<file path="config.mk">
export PLATFORM = sky130hd
export DESIGN_NAME = snn_mem_loader
export DESIGN_NICKNAME = d
export VERILOG_FILES = /design/src/rtl/snn_mem_loader.sv
export SDC_FILE = /design/constraint.sdc
export NUM_CORES = 1
export LEC_CHECK = 0
export ABC_AREA = 1
export CELL_PAD_IN_SITES_DETAIL_PLACEMENT = 2
export CELL_PAD_IN_SITES_GLOBAL_PLACEMENT = 2
export CORE_ASPECT_RATIO = 0.6
export CORE_MARGIN = 1.5
export CORE_UTILIZATION = 29
export CTS_CLUSTER_SIZE = 14
export DETAILED_ROUTE_END_ITERATION = 8
export PLACE_DENSITY = 0.72
export SETUP_SLACK_MARGIN = 0.4
export SKIP_CTS_REPAIR_TIMING = 1
export SLEW_MARGIN = 25
export SYNTH_ARGS = -nofsm -noshare
export SYNTH_HDL_FRONTEND = slang
export SYNTH_SLANG_ARGS = --single-unit
</file>
<file path="constraint.sdc">
create_clock -name clk -period 1.4 [get_ports clk]
set_clock_uncertainty 0.2 [all_clocks]
set_input_delay 0.35 -clock clk [delete_from_list [all_inputs] [get_ports clk]]
set_output_delay 0.35 -clock clk [all_outputs]
set_load 0.1 [all_outputs]
</file>
<file path="src/rtl/snn_mem_loader.sv">
// SPI-mode-0 configuration loader driving the SNN weight/delay memory write port.
// Optional readback (command 0x5A, data on miso) is built when SNN_LOADER_READBACK_EN is defined.
module snn_mem_loader #(
    parameter int unsigned DEPTH = 162,
    parameter int unsigned AW    = $clog2(DEPTH)
) (
    input  logic          clk,
    input  logic          rst_n,
    input  logic          sclk,
    input  logic          cs_n,
    input  logic          mosi,
    output logic          miso,
    input  logic [7:0]    mem_rdata,
    output logic [AW-1:0] mem_addr,
    output logic [7:0]    mem_data,
    output logic          mem_we,
    output logic          frame_active,
    output logic          err
);

    localparam logic [7:0]    CMD_WR    = 8'hA5;
    localparam logic [7:0]    CMD_RD    = 8'h5A;
    localparam logic [AW-1:0] ADDR_LAST = AW'(DEPTH - 1);

    typedef enum logic [2:0] {ST_IDLE, ST_CMD, ST_ADDR, ST_DATA, ST_DROP} state_t;

    state_t      state;
    logic [2:0]  sclk_p;
    logic [2:0]  cs_p;
    logic [1:0]  mosi_p;
    logic [2:0]  bit_cnt;
    logic [7:0]  shreg;

    // cs_n synchroniser resets to "selected" so a frame still in flight at
    // reset release produces no falling edge and is ignored until it ends.
    always_ff @(posedge clk or negedge rst_n) begin
        if (!rst_n) begin
            sclk_p <= '0;
            cs_p   <= '0;
            mosi_p <= '0;
        end else begin
            sclk_p <= {sclk_p[1:0], sclk};
            cs_p   <= {cs_p[1:0], cs_n};
            mosi_p <= {mosi_p[0], mosi};
        end
    end

    logic          sclk_rise;
    logic          sclk_fall;
    logic          cs_fall;
    logic          cs_rise;
    logic [7:0]    byte_nxt;
    logic [AW-1:0] addr_inc;

    assign sclk_rise = sclk_p[1] & ~sclk_p[2];
    assign sclk_fall = ~sclk_p[1] & sclk_p[2];
    assign cs_fall   = ~cs_p[1] & cs_p[2];
    assign cs_rise   = cs_p[1] & ~cs_p[2];
    assign byte_nxt  = {shreg[6:0], mosi_p[1]};
    assign addr_inc  = (mem_addr == ADDR_LAST) ? '0 : mem_addr + AW'(1);

`ifdef SNN_LOADER_READBACK_EN
    logic       rd_mode;
    logic       tx_load;
    logic [7:0] tx_sr;
    assign miso = tx_sr[7];
`else
    logic unused_rdata;
    assign unused_rdata = ^mem_rdata;
    assign miso = 1'b0;
`endif

    always_ff @(posedge clk or negedge rst_n) begin
        if (!rst_n) begin
            state        <= ST_IDLE;
            bit_cnt      <= '0;
            shreg        <= '0;
            mem_addr     <= '0;
            mem_data     <= '0;
            mem_we       <= 1'b0;
            frame_active <= 1'b0;
            err          <= 1'b0;
`ifdef SNN_LOADER_READBACK_EN
            rd_mode      <= 1'b0;
            tx_load      <= 1'b0;
            tx_sr        <= '0;
`endif
        end else begin
            mem_we <= 1'b0;
            // Address advances the cycle after each write strobe.
            if (mem_we) begin
                mem_addr <= addr_inc;
            end
`ifdef SNN_LOADER_READBACK_EN
            tx_load <= 1'b0;
            if (tx_load) begin
                tx_sr <= mem_rdata;
            end else if (sclk_fall && state == ST_DATA && rd_mode && bit_cnt != 3'd0) begin
                tx_sr <= {tx_sr[6:0], 1'b0};
            end
`endif
            if (state == ST_IDLE) begin
                if (cs_fall) begin
                    state        <= ST_CMD;
                    bit_cnt      <= '0;
                    err          <= 1'b0;
                    frame_active <= 1'b1;
                end
            end else begin
                if (sclk_rise) begin
                    shreg   <= byte_nxt;
                    bit_cnt <= bit_cnt + 3'd1;
                    if (bit_cnt == 3'd7) begin
                        case (state)
                            ST_CMD: begin
                                if (byte_nxt == CMD_WR) begin
                                    state <= ST_ADDR;
`ifdef SNN_LOADER_READBACK_EN
                                    rd_mode <= 1'b0;
                                end else if (byte_nxt == CMD_RD) begin
                                    state   <= ST_ADDR;
                                    rd_mode <= 1'b1;
`endif
                                end else begin
                                    err   <= 1'b1;
                                    state <= ST_DROP;
                                end
                            end
                            ST_ADDR: begin
                                if (32'(byte_nxt) < DEPTH) begin
                                    mem_addr <= AW'(byte_nxt);
                                    state    <= ST_DATA;
`ifdef SNN_LOADER_READBACK_EN
                                    tx_load  <= rd_mode;
`endif
                                end else begin
                                    err   <= 1'b1;
                                    state <= ST_DROP;
                                end
                            end
                            ST_DATA: begin
`ifdef SNN_LOADER_READBACK_EN
                                if (rd_mode) begin
                                    mem_addr <= addr_inc;
                                    tx_load  <= 1'b1;
                                end else begin
                                    mem_data <= byte_nxt;
                                    mem_we   <= 1'b1;
                                end
`else
                                mem_data <= byte_nxt;
                                mem_we   <= 1'b1;
`endif
                            end
                            default: ;
                        endcase
                    end
                end
                // Frame end overrides any state change above; a completing byte still lands.
                if (cs_rise) begin
                    state        <= ST_IDLE;
                    frame_active <= 1'b0;
`ifdef SNN_LOADER_READBACK_EN
                    rd_mode      <= 1'b0;
                    tx_sr        <= '0;
`endif
                end
            end
        end
    end

endmodule

</file>
Yosys cells after proc, flatten, opt, wreduce, memory -nomap -nowiden
Cells that the tools add are included.
Widths: inputs -> output; s select.
Storage, ports and cells
  bits in registers: 40
  bits in latches: 0
  bits in writable memories: 0
  ROM bits: 0
  bits of input ports: 13
  output and inout port bits: 20
  logic and storage cells: 76
  memories kept: 0
Operators by class
  add/subtract/negate cells: 2
  multipliers: 0
  divide/modulo/power cells: 0
  order comparisons: 1
  equality and inequality tests: 9
  shifts and indexed selects: 0
  muxes and demuxes: 32
  bitwise gates (word level): 7
  reductions and logical operators: 14
Operators with widths (number)
  $mux 8: 7
  $mux 3: 10
  $eq 8x8->1 const B: 2
  $mux 1: 13
  $reduce_bool 3->1: 3
  $add 8x1->8 const B: 1
  $lt 8x8->1 const B: 1
  $reduce_and 4->1: 2
  $eq 3x2->1 const B: 2
  $ne 3x3->1 const B: 2
  $pmux 3 s2: 1
  $reduce_and 2->1: 3
  $reduce_and 6->1: 1
  $reduce_bool 2->1: 3
  $not 1->1: 4
  $reduce_bool 4->1: 1
  $add 3x1->3 const B: 1
  $and 1x1->1: 3
  $eq 3x1->1 const B: 1
  $eq 3x3->1 const B: 1
  $logic_not 3->1: 1
  $ne 2x2->1 const B: 1
  $pmux 1 s2: 1

Depth between registers and ports, before layout
  word-level depth: 8
  gate-level depth with buffers: 10
  gate-level depth less buffers: 9

Worst setup path after synthesis
OpenSTA, ideal clock, no wires.
  path kind: flip-flop to flip-flop
  from: register mem_addr[0]
  to: register mem_addr[1]
  library setup time: 0.121 ns
  data arrival time: 1.879 ns
  required time: 1.079 ns
  slack: -0.800 ns
  cell stages (with the launch flop): 9
  buffers on the path: 0
  period minus slack after synthesis: 2.200 ns
  path through: dfrtp_1 -> ha_1 -> nand2_1 -> nor3_1 -> nand2_1 -> nand2_1 -> o21ai_0 -> nand2_1 -> o21ai_2
Between the ends
  longest elaborated chain between the ends: 8
  elaborated cells between the ends (all ways): 9
  classes of those cells: add/sub: 1; eq/ne: 1; mux: 7
RTL lines
  start: declaration: RTL line 14  | output logic [AW-1:0] mem_addr,
  start signal: assignment: RTL line 92  | mem_addr <= addr_inc;
  start signal: assignment: RTL line 131  | mem_addr <= AW'(byte_nxt);
  $add 8x1->8 or $eq 8x8->1 (tied branches): RTL line 60  | assign addr_inc = (mem_addr == ADDR_LAST) ? '0 : mem_addr + AW'(1);
  $mux 8 (*): RTL line 60
  $mux 8 (*): RTL line 91  | if (mem_we) begin
  $mux 8: RTL line 130  | if (32'(byte_nxt) < DEPTH) begin
  $mux 8: RTL line 114  | case (state)
  $mux 8: RTL line 113  | if (bit_cnt == 3'd7) begin
  $mux 8: RTL line 110  | if (sclk_rise) begin
  $mux 8 (*): RTL line 102  | if (state == ST_IDLE) begin
Every way passes the cells marked *; elsewhere a longest branch is shown, timed or not.
A chain may end at the register's enable or synchronous reset.

Worst setup path in the final report
  from: register sclk_p[1]
  to: register mem_addr[7]
Between the ends
  longest elaborated chain between the ends: 3
RTL lines
  start: declaration: RTL line 28  | logic [2:0] sclk_p;
  start signal: assignment: RTL line 42  | sclk_p <= {sclk_p[1:0], sclk};
  $and 1x1->1: RTL line 55  | assign sclk_rise = sclk_p[1] & ~sclk_p[2];
  $mux 8: RTL line 110
  $mux 8: RTL line 102
Every way passes these cells.

==> reports/metrics.cfg <==
[clock_network]
cts_num_sinks=40
htree_levels=2
cts_buffers=5
clk_latency_ps=300
clk_path_buf_depth=2
cts_tree=yes
cts_root_buffer=clkbuf_16
clk_transition_reported_paths_ps=70

[floorplan]
start_util_pct=30.25
fp.dieW_um=111.2
die_area_um2=7552
io_pins=33
die_y_um=67.92
row_count=23
core_um2=6734

[sta]
fmax_ghz=0.5695
fin_crit_sh_pct=125.4
final.min_clock_period_ps=1756
setup_slack_ps=-355.9
setup_viol=51
holdWs_ps=-316.8
rsz0062_at_grt=yes
hold_viol=40
drv_slew=0

[route]
wl_per_cell_um=24.17
wirelength_um=9984
vias=2022
met3_length_um=236
drtIter0Drc=70
top_layer_used=met4
drc=0
wl_met2_um=4857
drt-vias-per-instance=4.896
first_pass_iters=4
ant_nets=0
wl_met1_um=4698

[synthesis]
muxShareOfSynthArea_pct=0
synth-xor-area-share_pct=0.8600
synth_compound_area_share_pct=9.029
synth_top_family_by_area=simple AND/OR/NAND/NOR gates
synth_simple_gate_area_share_pct=30.22
ys_seq_area_share_pct=49.14
synthDistinctLibCells=30
postSynthNetCount=248
ys.warnings.count=0
synth_cells=231
synth_adder_area_share_pct=2.457
syn_avg_cell_area_um2=8.818
ys_ff_latch=40
netlist_area_um2=2037

[critical_path]
crit_type=reg -> reg
critPathLaunchType=flop
cp_max_fo=6
reg2reg_slack_ps=-360
worst_r2r_endpoint=mem_addr[7]
required_ps=1370
worst_setup_path_end_kind=flop
r2r_start=sclk_p[1]
r2r_cells=8
worstPathArrival_ps=1730

[run_status]
status=finished with violations
violations=negative hold slack, negative setup slack

[finish]
nets=342
num_antenna_cells=0
syn_to_final_growth_pct=79.48
layout-drive-gt1-share_pct=61.96
post-route-util_pct=54.29
stdcell_count=413
fillers=675

[pwr]
finalPower_uw=4974
power.density_nw_per_um2=1360
peakVddDrop_mv=0.6312
p_leak_uw=0.001681

[job]
maxCapViolCount=0

[global_route]
grt_overflow=0
grt_pass1_wl_um=10850
grt_pass1_vias=2018
grtUsageTotal_pct=19.00
grt_max_degree=35
antenna_found_initial=0

[placement]
pre_cts_ws_ps=-207.1
dp.final_hpwl_um=4916
port_buffers=23
routabilityCongestion=0.8003
dp.cells=381

[worst_hold_path]
hp-class=in -> async

## where the power goes
| group | leakage, uW | switching [uW] | internal (uW) |
|---|---|---|---|
| Sequential | 0.000490 | 204 | 1350 |
| Clock | 0.0000736 | 528 | 659 |
| Combinational | 0.00112 | 1320 | 906 |
## worst max path at each step
stage / startpoint / end / cells after the start
CTS: mem_we / mem_we / 2
global route: mem_addr[1] / mem_addr[5] / 9
finish: sclk_p[1] / mem_addr[7] / 8
global placement: mem_addr[1] / mem_addr[1] / 9
floorplan: mem_addr[0] / mem_addr[4] / 7
detailed placement: mem_addr[1] / mem_addr[5] / 9
## Yosys cell counts
cell type / number / area (um^2)
xnor2_1: 1 / 8.760
nand3_1: 23 / 115.1
nand4_1: 3 / 18.77
o21ai_2: 11 / 96.34
dfrtp_1: 40 / 1001
nand2_1: 64 / 240.2
nand3_2: 2 / 20.02
buf_8: 1 / 15.01
buf_6: 3 / 33.78
nor2_2: 1 / 6.260
nor2_1: 12 / 45.04
inv_2: 3 / 11.26
o21ai_1: 1 / 5.000
nand3_4: 1 / 17.52
nor3_1: 2 / 10.01
o21ai_0: 10 / 50.05
conb_1: 1 / 3.750
clkinv_1: 1 / 3.750
buf_4: 1 / 7.510
a21oi_1: 5 / 25.02
nor2_4: 2 / 22.52
nand2_2: 5 / 31.28
nand2_8: 1 / 20.02
nand3b_1: 2 / 15.01
ha_1: 4 / 50.05
nor2_8: 1 / 20.02
xor2_1: 1 / 8.760
nand2_4: 3 / 33.78
inv_1: 25 / 93.84
o21bai_1: 1 / 7.510
## layout make-up
type                       count  area [um^2]  share of cell area (%)
clock buffer                   5        125.1                   3.422
clock inverter                 3        18.77                  0.5133
inverter                      29        123.9                   3.388
multi-input combinational    159         1170                   32.00
sequential                    40         1072                   29.33
tap                           87        108.9                   2.977
timing repair buffer          90         1037                   28.37
## logic make-up (layout without fill, tap and decap cells)
logic type | after synthesis | in the layout
other | 1 | 1
and+or+nand+nor | 122 | 124
DFF | 40 | 40
adders and majority gates | 4 | 4
xor gates and xnor gates | 2 | 2
AOI/OAI and AO/OA | 28 | 28
buffers and inverters | 34 | 127
## through the flow
stage / setup TNS, ps / cell area, um^2
floorplan: -2938 / 2178
CTS: -7812 / 3149
global route: -12180 / 3656
finish: -10250 / 3656
global placement: -3016 / 3005
detailed placement: -3866 / 3005
## worst max-delay path, cell delays in order (launching register included)
cell,delay [ps]
dfrtp_1,390
inv_1,110
nor2_4,180
nand2_8,110
nor2_8,240
buf_6,160
nand2_8,80
nand2_2,80
nand2_1,80
## routing by layer
layer | GRT usage, % | vias to the layer above
li1 | - | 921
met1 | 27.42 | 1058
met2 | 30.06 | 29
met3 | 3.454 | 14
met4 | 4.272 | 0
met5 | 0 | -
## state kept, by name (all words and copies together) (netlist names)
| signal | count |
|---|---|
| mosi_p | 2 |
| mem_addr | 8 |
| shreg | 7 |
| sclk_p | 3 |
| err | 1 |
| bit_cnt | 3 |
| state | 3 |
| cs_p | 3 |
| frame_active | 1 |
| mem_data | 8 |
| mem_we | 1 |
## placed cells by master, fill, tap and decap left out, drive strengths merged
master         netlist  layout
clkinv               1       3
buf                  5      87
o21bai               1       1
ha                   4       4
nand4                3       3
a21oi                5       5
dfrtp               40      40
nand2               73      75
xor2                 1       1
xnor2                1       1
o21ai               22      22
conb                 1       1
nor3                 2       2
inv                 28      29
clkdlybuf4s50        0       3
nor2                16      16
nand3               26      26
clkbuf               0       5
nand3b               2       2
Power figures use the tool's default switching activity.
